[src/rtl/tnn_enc_pkg.sv]
// Shared types and helpers for the temporal spike encoder.
package tnn_enc_pkg;

   // Default spike-time width used by the column.
   localparam int DEF_TW  = 3;
   // Widest spike time and packed time vector that unpack_time handles.
   localparam int MAX_TW  = 8;
   localparam int MAX_VEC = 256;

   typedef enum logic [1:0] {
      IDLE  = 2'd0,
      ARMED = 2'd1,
      RUN   = 2'd2,
      DONE  = 2'd3
   } enc_state_e;

   typedef logic [DEF_TW-1:0] spike_time_t;

   // Extract channel i's time from a packed vector of tw-bit fields.
   function automatic logic [MAX_TW-1:0] unpack_time(input logic [MAX_VEC-1:0] vec,
                                                     input int unsigned       i,
                                                     input int unsigned       tw);
      logic [MAX_VEC-1:0] w_shifted;
      w_shifted = vec >> (i * tw);
      return w_shifted[MAX_TW-1:0] & MAX_TW'((32'd1 << tw) - 32'd1);
   endfunction

endpackage

[src/rtl/spike_time_encoder_channel.sv]
// One encoder channel: stored time and mask, time==count match, spike register.
module enc_channel
#(
   parameter int TW = 3
)
(
   input  logic          clk,
   input  logic          grst,
   input  logic          i_load,
   input  logic [TW-1:0] i_time,
   input  logic          i_mask,
   input  logic          i_clear,
   input  logic          i_run,
   input  logic          i_abort,
   input  logic [TW:0]   i_count,
   output logic          o_spike
);

   logic [TW-1:0] r_time;
   logic          r_mask;
   logic          r_spike;
   logic          w_hit;

   // Zero-extend the stored time so times >= 2**TW-range counts never match falsely.
   assign w_hit = i_run & ~i_abort & r_mask & ({1'b0, r_time} == i_count);

   // Capture the channel's time and enable on an accepted load; drop the enable on a cancel.
   // NOTE: the stored vector is reset too, so a window started after reset can never replay stale times.
   always_ff @(posedge clk or posedge grst) begin
      if (grst) begin
         r_time <= '0;
         r_mask <= 1'b0;
      end else if (i_load) begin
         r_time <= i_time;
         r_mask <= i_mask;
      end else if (i_clear) begin
         r_mask <= 1'b0;
      end
   end

   // Register the single-cycle spike; an abort suppresses it on the same edge.
   // NOTE: non-blocking assignment keeps every flop sampling pre-edge values.
   always_ff @(posedge clk or posedge grst) begin
      if (grst) r_spike <= 1'b0;
      else      r_spike <= w_hit;
   end

   assign o_spike = r_spike;

endmodule

[src/rtl/spike_time_encoder.sv]
// Transmit side of the temporal spike interface: window FSM, unit-time counter
// and NUM_CH spike channels.
module spike_time_encoder
   import tnn_enc_pkg::*;
#(
   parameter int NUM_CH    = 8,
   parameter int TW        = 3,
   parameter int GAMMA_LEN = 8
)
(
   input  logic                 clk,
   input  logic                 grst,
   input  logic                 load_valid,
   output logic                 load_ready,
   input  logic [NUM_CH*TW-1:0] load_times,
   input  logic [NUM_CH-1:0]    load_mask,
   input  logic                 start,
   input  logic                 abort,
   output logic [NUM_CH-1:0]    spike_out,
   output logic                 busy,
   output logic                 done,
   output logic [TW-1:0]        t_now
);

   // One extra bit so GAMMA_LEN == 2**TW does not wrap the final count.
   localparam int            CW   = TW + 1;
   localparam logic [CW-1:0] LAST = CW'(GAMMA_LEN - 1);

   enc_state_e    r_state;
   logic [CW-1:0] r_count;
   logic          r_go;
   logic          r_load_ready;
   logic          r_busy;
   logic          r_done;

   logic          w_load;
   logic          w_run;
   logic          w_discard;

   assign w_load    = (r_state == IDLE) & load_valid & r_load_ready;
   assign w_run     = (r_state == RUN);
   assign w_discard = abort & ((r_state == ARMED) | (r_state == RUN));

   // Window FSM and counter. A start seen in ARMED arms r_go, and RUN begins one
   // edge later, so the spike for time t lands after edge s+2+t and the final
   // spike coincides with the DONE cycle.
   always_ff @(posedge clk or posedge grst) begin
      if (grst) begin
         r_state      <= IDLE;
         r_count      <= '0;
         r_go         <= 1'b0;
         r_load_ready <= 1'b0;
         r_busy       <= 1'b0;
         r_done       <= 1'b0;
      end else begin
         r_done <= 1'b0;
         case (r_state)
            IDLE: begin
               r_go    <= 1'b0;
               r_count <= '0;
               if (w_load) begin
                  r_state      <= ARMED;
                  r_load_ready <= 1'b0;
                  r_busy       <= 1'b1;
               end else begin
                  r_load_ready <= 1'b1;
                  r_busy       <= 1'b0;
               end
            end
            ARMED: begin
               if (abort) begin
                  r_state      <= IDLE;
                  r_go         <= 1'b0;
                  r_load_ready <= 1'b1;
                  r_busy       <= 1'b0;
               end else if (r_go) begin
                  r_state <= RUN;
                  r_go    <= 1'b0;
                  r_count <= '0;
               end else if (start) begin
                  r_go <= 1'b1;
               end
            end
            RUN: begin
               if (abort) begin
                  r_state      <= IDLE;
                  r_count      <= '0;
                  r_load_ready <= 1'b1;
                  r_busy       <= 1'b0;
               end else if (r_count == LAST) begin
                  r_state <= DONE;
                  r_count <= '0;
                  r_done  <= 1'b1;
               end else begin
                  r_count <= r_count + 1'b1;
               end
            end
            DONE: begin
               r_state      <= IDLE;
               r_load_ready <= 1'b1;
               r_busy       <= 1'b0;
            end
            default: begin
               r_state      <= IDLE;
               r_count      <= '0;
               r_go         <= 1'b0;
               r_load_ready <= 1'b0;
               r_busy       <= 1'b0;
            end
         endcase
      end
   end

   for (genvar gi = 0; gi < NUM_CH; gi++) begin : g_ch
      logic [TW-1:0] w_time;

      assign w_time = TW'(unpack_time(MAX_VEC'(load_times), gi, TW));

      enc_channel #(.TW(TW)) u_ch (
         .clk     (clk),
         .grst    (grst),
         .i_load  (w_load),
         .i_time  (w_time),
         .i_mask  (load_mask[gi]),
         .i_clear (w_discard),
         .i_run   (w_run),
         .i_abort (abort),
         .i_count (r_count),
         .o_spike (spike_out[gi])
      );
   end

   assign load_ready = r_load_ready;
   assign busy       = r_busy;
   assign done       = r_done;
   // The counter is held at 0 outside RUN, so it doubles as t_now.
   assign t_now      = r_count[TW-1:0];

endmodule

[config.mk]
export PLATFORM = sky130hd
export DESIGN_NAME = spike_time_encoder
export DESIGN_NICKNAME = d
export VERILOG_FILES = /design/src/rtl/tnn_enc_pkg.sv /design/src/rtl/spike_time_encoder_channel.sv /design/src/rtl/spike_time_encoder.sv
export SDC_FILE = /design/constraint.sdc
export NUM_CORES = 1
export LEC_CHECK = 0
export CORE_ASPECT_RATIO = 1.5
export CORE_MARGIN = 2
export CORE_UTILIZATION = 46
export CTS_CLUSTER_SIZE = 40
export DETAILED_ROUTE_END_ITERATION = 8
export PLACE_DENSITY = 0.77
export SLEW_MARGIN = 5
export SYNTH_ARGS = -nofsm -noshare
export SYNTH_HDL_FRONTEND = slang
export SYNTH_SLANG_ARGS = --single-unit
[constraint.sdc]
create_clock -name clk -period 1.5 [get_ports clk]
set_clock_uncertainty 0.15 [all_clocks]
set_input_delay 0.225 -clock clk [delete_from_list [all_inputs] [get_ports clk]]
set_output_delay 0.225 -clock clk [all_outputs]
set_load 0.02 [all_outputs]
**Word-level counts from Yosys, hierarchy flattened**

Index checks and enable logic that the tools add are counted.
Widths: inputs -> output; s select.

- Register bits after elaboration: 50
- Latch bits: 0
- Bits in writable memories: 0
- Memory bits (read-only): 0
- Output and inout port bits: 14
- Memories: 0

- $add $sub $neg: 1
- $mul: 0
- Divide/modulo/power cells: 0
- $lt $le $gt $ge: 0
- Eq/ne operators: 18
- Shift-type cells: 0
- Mux-type cells: 33
- Bitwise logic cells: 22
- Reduce and logical (&&, ||, !) cells: 7

Operator list:

| cell | count |
|---|---|
| $eq 3x4->1 | 8 |
| $and 1x1->1 | 20 |
| $mux 1 | 19 |
| $mux 4 | 4 |
| $pmux 4 s3 | 1 |
| $mux 2 | 5 |
| $pmux 2 s4 | 1 |
| $ne 3x3->1 const B | 2 |
| $pmux 1 s3 | 2 |
| $reduce_and 3->1 | 2 |
| $add 4x1->4 const B | 1 |
| $eq 2x2->1 const B | 2 |
| $eq 4x3->1 const B | 1 |
| $ne 2x1->1 const B | 2 |
| $ne 2x2->1 const B | 2 |
| $reduce_bool 2->1 | 2 |
| $reduce_bool 3->1 | 1 |
| $eq 2x1->1 const B | 1 |
| $logic_not 2->1 | 1 |
| $pmux 1 s2 | 1 |
| $reduce_or 2->1 | 1 |
| $not 1->1 | 1 |
| $or 1x1->1 | 1 |

**Logic depth before layout (Yosys ltp)**

- Depth in word-level cells: 5
- Mapped depth: 7

**Hierarchy**

Synthesis repeated with hierarchy kept, for this count alone.

- Cells, all modules: 197
- Area total of the unflattened synthesis: 2403.6 um^2

By module, submodules not included:

| module | times used | cells an instance | area an instance (um^2) | seq. area each (um^2) |
|---|---|---|---|---|
| enc_channel | 8 | 17 | 221.5 | 125.1 |
| spike_time_encoder | 1 | 61 | 631.9 | 250.2 |

**Worst setup path after synthesis**

Ideal clock, no wire load.

- Path kind: flip-flop to flip-flop
- Start: reg r_state[0]
- End: reg r_state[0]
- Library setup time: 0.079 ns
- Data arrival time: 1.375 ns
- Path slack: -0.104 ns
- Cell stages (with the launch flop): 7
- Buffers on the path: 0
- Path through: dfrtp_1 > inv_1 > ha_1 > nor2b_2 > o21a_1 > a211oi_2 > mux2i_1

- Word-level cells in the longest chain between the ends: 5
- Elaborated cells between the ends (all ways): 11
- Those cells by class: eq/ne (6); mux (1); bitwise (2); reduce/logical (2)

RTL lines:

| element | RTL line | text |
|---|---|---|
| start: declaration | spike_time_encoder.sv:29 | `enc_state_e r_state;` |
| start signal: assignment | spike_time_encoder.sv:49 | `r_state <= IDLE;` |
| start signal: assignment | spike_time_encoder.sv:62 | `r_state <= ARMED;` |
| start signal: assignment | spike_time_encoder.sv:72 | `r_state <= IDLE;` |
| $logic_not 2->1 | spike_time_encoder.sv:40, spike_time_encoder.sv:57 |  |
| $and 1x1->1 (2 in a row) | spike_time_encoder.sv:40 | `assign w_load = (r_state == IDLE) & load_valid & r_load_ready;` |
| $ne 2x1->1 (no line) | n/a |  |
| $reduce_and 3->1 (no line) | n/a |  |

Several ways; a longest one is shown, not always the timed one.
A chain may end at the register's enable or synchronous reset.

**Worst setup path in the final report**

- Start: reg r_state[0]
- End: reg g_ch[0].u_ch.r_mask

- Word-level cells in the longest chain between the ends: 4
- Elaborated cells between the ends (all ways): 9
- Those cells by class: eq/ne (2); mux (1); bitwise (4); reduce/logical (2)

RTL lines:

| element | RTL line | text |
|---|---|---|
| $eq 2x1->1 (tied with other cells) | spike_time_encoder.sv:42 | `assign w_discard = abort & ((r_state == ARMED) \| (r_state == RUN));` |
| $or 1x1->1 or $and 1x1->1 (tied branches) | spike_time_encoder.sv:42, spike_time_encoder.sv:40 |  |
| $and 1x1->1 (on tied branches) | spike_time_encoder.sv:42, spike_time_encoder.sv:40 |  |
| $reduce_bool 2->1 (no line) or $mux 1 (tied branches) | n/a |  |
| end signal: assignment | spike_time_encoder_channel.sv:35 | `r_mask <= i_mask;` |
| end: declaration | spike_time_encoder_channel.sv:20 | `logic r_mask;` |

Several ways; a longest one is shown, not always the timed one.

==> impl_metrics.tcl <==
set metrics [dict create \
    antennaDiodeCount 0 \
    min_path_type "in2async" \
    crit_top_cell "nand2_1" \
    pwr-share-clk 0.174 \
    clock_latency_ps 300 \
    drv_cap 0 \
    cp_num_buf_inv 3 \
    use_met3 0.03888 \
    power.internal_mw 3.456 \
    switchingPower_mw 1.951 \
    numCtsBuffers 5 \
    dp.cells 372 \
    synth_top_area_share 0.5163 \
    finalNonFillerCells 392 \
    grt_max_degree 51 \
    worstPathCellList "inv_2 -> buf_4 -> ha_4 -> and3_4 -> clkbuf_16 -> nand2_1 -> nand2_1" \
    fin_crit_sh 1.083 \
    power_frac_comb 0.431 \
    worst_setup_path_start_kind "register" \
    timing.slew.headroom 0.7763 \
    wl_um 5846 \
    grtUsageTotal 0.1883 \
    rsz0062_at_grt "yes" \
    die_w_um 63.27 \
    setup_ws_ps -124.9 \
    yosysUniqueCellTypes 30 \
    gp_congestion 0.7765 \
    start_util 0.4729 \
    power_frac_seq 0.394 \
    switching_share 0.3609 \
    grt_util_met1 0.2332 \
    drc 0 \
    place_hpwl_um 3568 \
    crit_required_ps 1590 \
    clkSinkCount 50 \
    clock_path_buffers 2 \
    area_growth_pct 42.08 \
    timing.fmax_ghz 0.6154 \
    worstPathMaxFanout 6 \
    grt_use_met2 0.3191 \
    dr.pass1.iters 4 \
    vias_per_cell 4.997 \
    path_class "reg2reg" \
    syn_nets 299 \
    dr_total_vias 1959 \
    syn_area_per_cell_um2 9.467 \
    dieArea_um2 5877 \
    whs_ps 169.2 \
    nets 366 \
    grt_pass1_wl_um 8562 \
    arrival_ps 1720 \
    synthTopCellsByArea "dfrtp_1, nand2_1, xor2_1" \
    cts_tree "built" \
    yosysTopAreaCell "dfrtp_1" \
    place_ws_ps -272.4 \
    core_area_um2 5125 \
    synth-seq-cells 50 \
    fin_util 0.6719 \
    io_pins 51 \
    postSynthCellCount 256 \
    powerDensity_nw_per_um2 1570 \
    setup_viol 43 \
    clockRootBuffer "clkbuf_8" \
    seq_area_frac_synth 0.5163 \
    path_clk_slew_ps 90 \
    final_common_cell "nand2_1" \
    final_max_slew_viol_count 0 \
    ys_warn_count 0 \
    grt_pass1_vias 1784 \
    p_leak_nw 1.721 \
    violations "setup timing" \
    finalCriticalPeriod_ps 1625 \
    hold_violations 0 \
    layout_common_cells "nand2_1, dfrtp_1, clkdlybuf4s50_1" \
    wire_per_inst_um 14.91 \
    vdd_drop_max_uv 1172 \
    grt_busiest_layer "met2" \
    cpMaxStageDelayCell "dfrtp_2" \
    htree_levels 2 \
    die_h_um 92.90 \
    first_iter_violations 66 \
    antenna_found_initial 0 \
    status "finished with violations" \
    cp_top_family "flip-flops" \
    io_buffers 50 \
    drive_above_1_share 0.1944 \
    grt_overflow 0 \
    worst_slew_pin_slew_ps 334.6 \
    cpPeakStageDelay_ps 450 \
    worstSetupEndpointType "register" \
    rows 32 \
    synth_area_um2 2424 \
    ant_nets 0 \
]
## power by group through the flow
stage	Clock [mW]	Sequential (mW)	Combinational (mW)
2_1_floorplan	0	2.07	1.24
3_3_place_gp	0	2.11	1.76
3_5_place_dp	0	2.13	1.79
4_1_cts	0.959	2.11	1.86
5_1_grt	1.01	2.18	2.57
6_report	0.944	2.13	2.33
## cell type report
class,instances,area (µm²)
clock buffer,6,72.57
clock inverter,2,37.54
fill,434,1682
inverter,3,15.01
multi-input combinational,181,1122
sequential,50,1254
tap,68,85.08
timing repair buffer,82,857.1
## worst paths after layout
path / endpoint / cells past startpoint / start / slack [ps]
min in group clk: g_ch[6].u_ch.r_time[2]$_DFFE_PP0P_ / 3 / load_times[20] / 290
max in group asynchronous: load_ready$_DFFE_PP0P_ / 3 / grst / 780
max reg2reg: g_ch[0].u_ch.r_mask$_DFFE_PP0P_ / 7 / r_state[0]$_DFFE_PP0P_ / -120
min: done$_DFF_PP0_ / 3 / grst / 170
min reg2reg: g_ch[4].u_ch.r_time[1]$_DFFE_PP0P_ / 2 / g_ch[4].u_ch.r_time[1]$_DFFE_PP0P_ / 350
max: g_ch[0].u_ch.r_mask$_DFFE_PP0P_ / 7 / r_state[0]$_DFFE_PP0P_ / -120
## kinds of logic after synthesis
family,count (synthesis),share of synthesized area
AO/OA/AOI/OAI,11,0.03201
XOR/XNOR,24,0.08673
adder cells (fa/ha/maj),6,0.03097
buffers and inverters,25,0.06247
flip-flops,50,0.5163
multiplexers,3,0.01291
AND/OR/NAND/NOR,137,0.2587
## timing repair
action,in CTS,in global routing
hold buffers,0,0
endpoints found under the setup margin,59,51
gates cloned,0,3
resized for setup,21,25
pin swaps,3,4
setup buffers,3,6
## Yosys cell counts, drive strengths merged
| cell | count |
|---|---|
| mux2i | 2 |
| clkbuf | 3 |
| o21ai | 3 |
| dfrtp | 50 |
| nor3b | 1 |
| mux2 | 1 |
| a21oi | 3 |
| nand2 | 104 |
| nand2b | 3 |
| and3 | 2 |
| nand3 | 11 |
| xor2 | 16 |
| nand4b | 1 |
| o21a | 1 |
| a211oi | 1 |
| nor4 | 8 |
| ha | 6 |
| nor2 | 5 |
| o31ai | 1 |
| nor2b | 2 |
| a21o | 1 |
| inv | 3 |
| a22o | 1 |
| xnor2 | 8 |
| buf | 19 |
## sequential cells by signal, indices dropped and copies added, names as in the netlist
register           count
g_ch.u_ch.r_time      24
g_ch.u_ch.o_spike      8
g_ch.u_ch.r_mask       8
r_count                4
r_state                2
busy                   1
done                   1
load_ready             1
r_go                   1
## per-layer routing
metal	up-vias	part of all wire
li1	935	-
met1	955	0.39
met2	53	0.54
met3	16	0.036
met4	0	0.029
met5	-	0
## tightest hold or removal path: stages
cell and delay (ps):
clkdlybuf4s50_1 440, clkinvlp_4 90, buf_12 250
## through the flow
stage	power, mW	cell area [µm²]	TNS (ps)
after floorplan	3.313	2432	-2.227
after global placement	3.872	3053	-4656
after detailed placement	3.916	3053	-5319
after CTS	4.929	3202	-1811
after global routing	5.761	3443	-6602
final	5.407	3443	-3484
No activity file was read; power rests on OpenSTA's default activity.
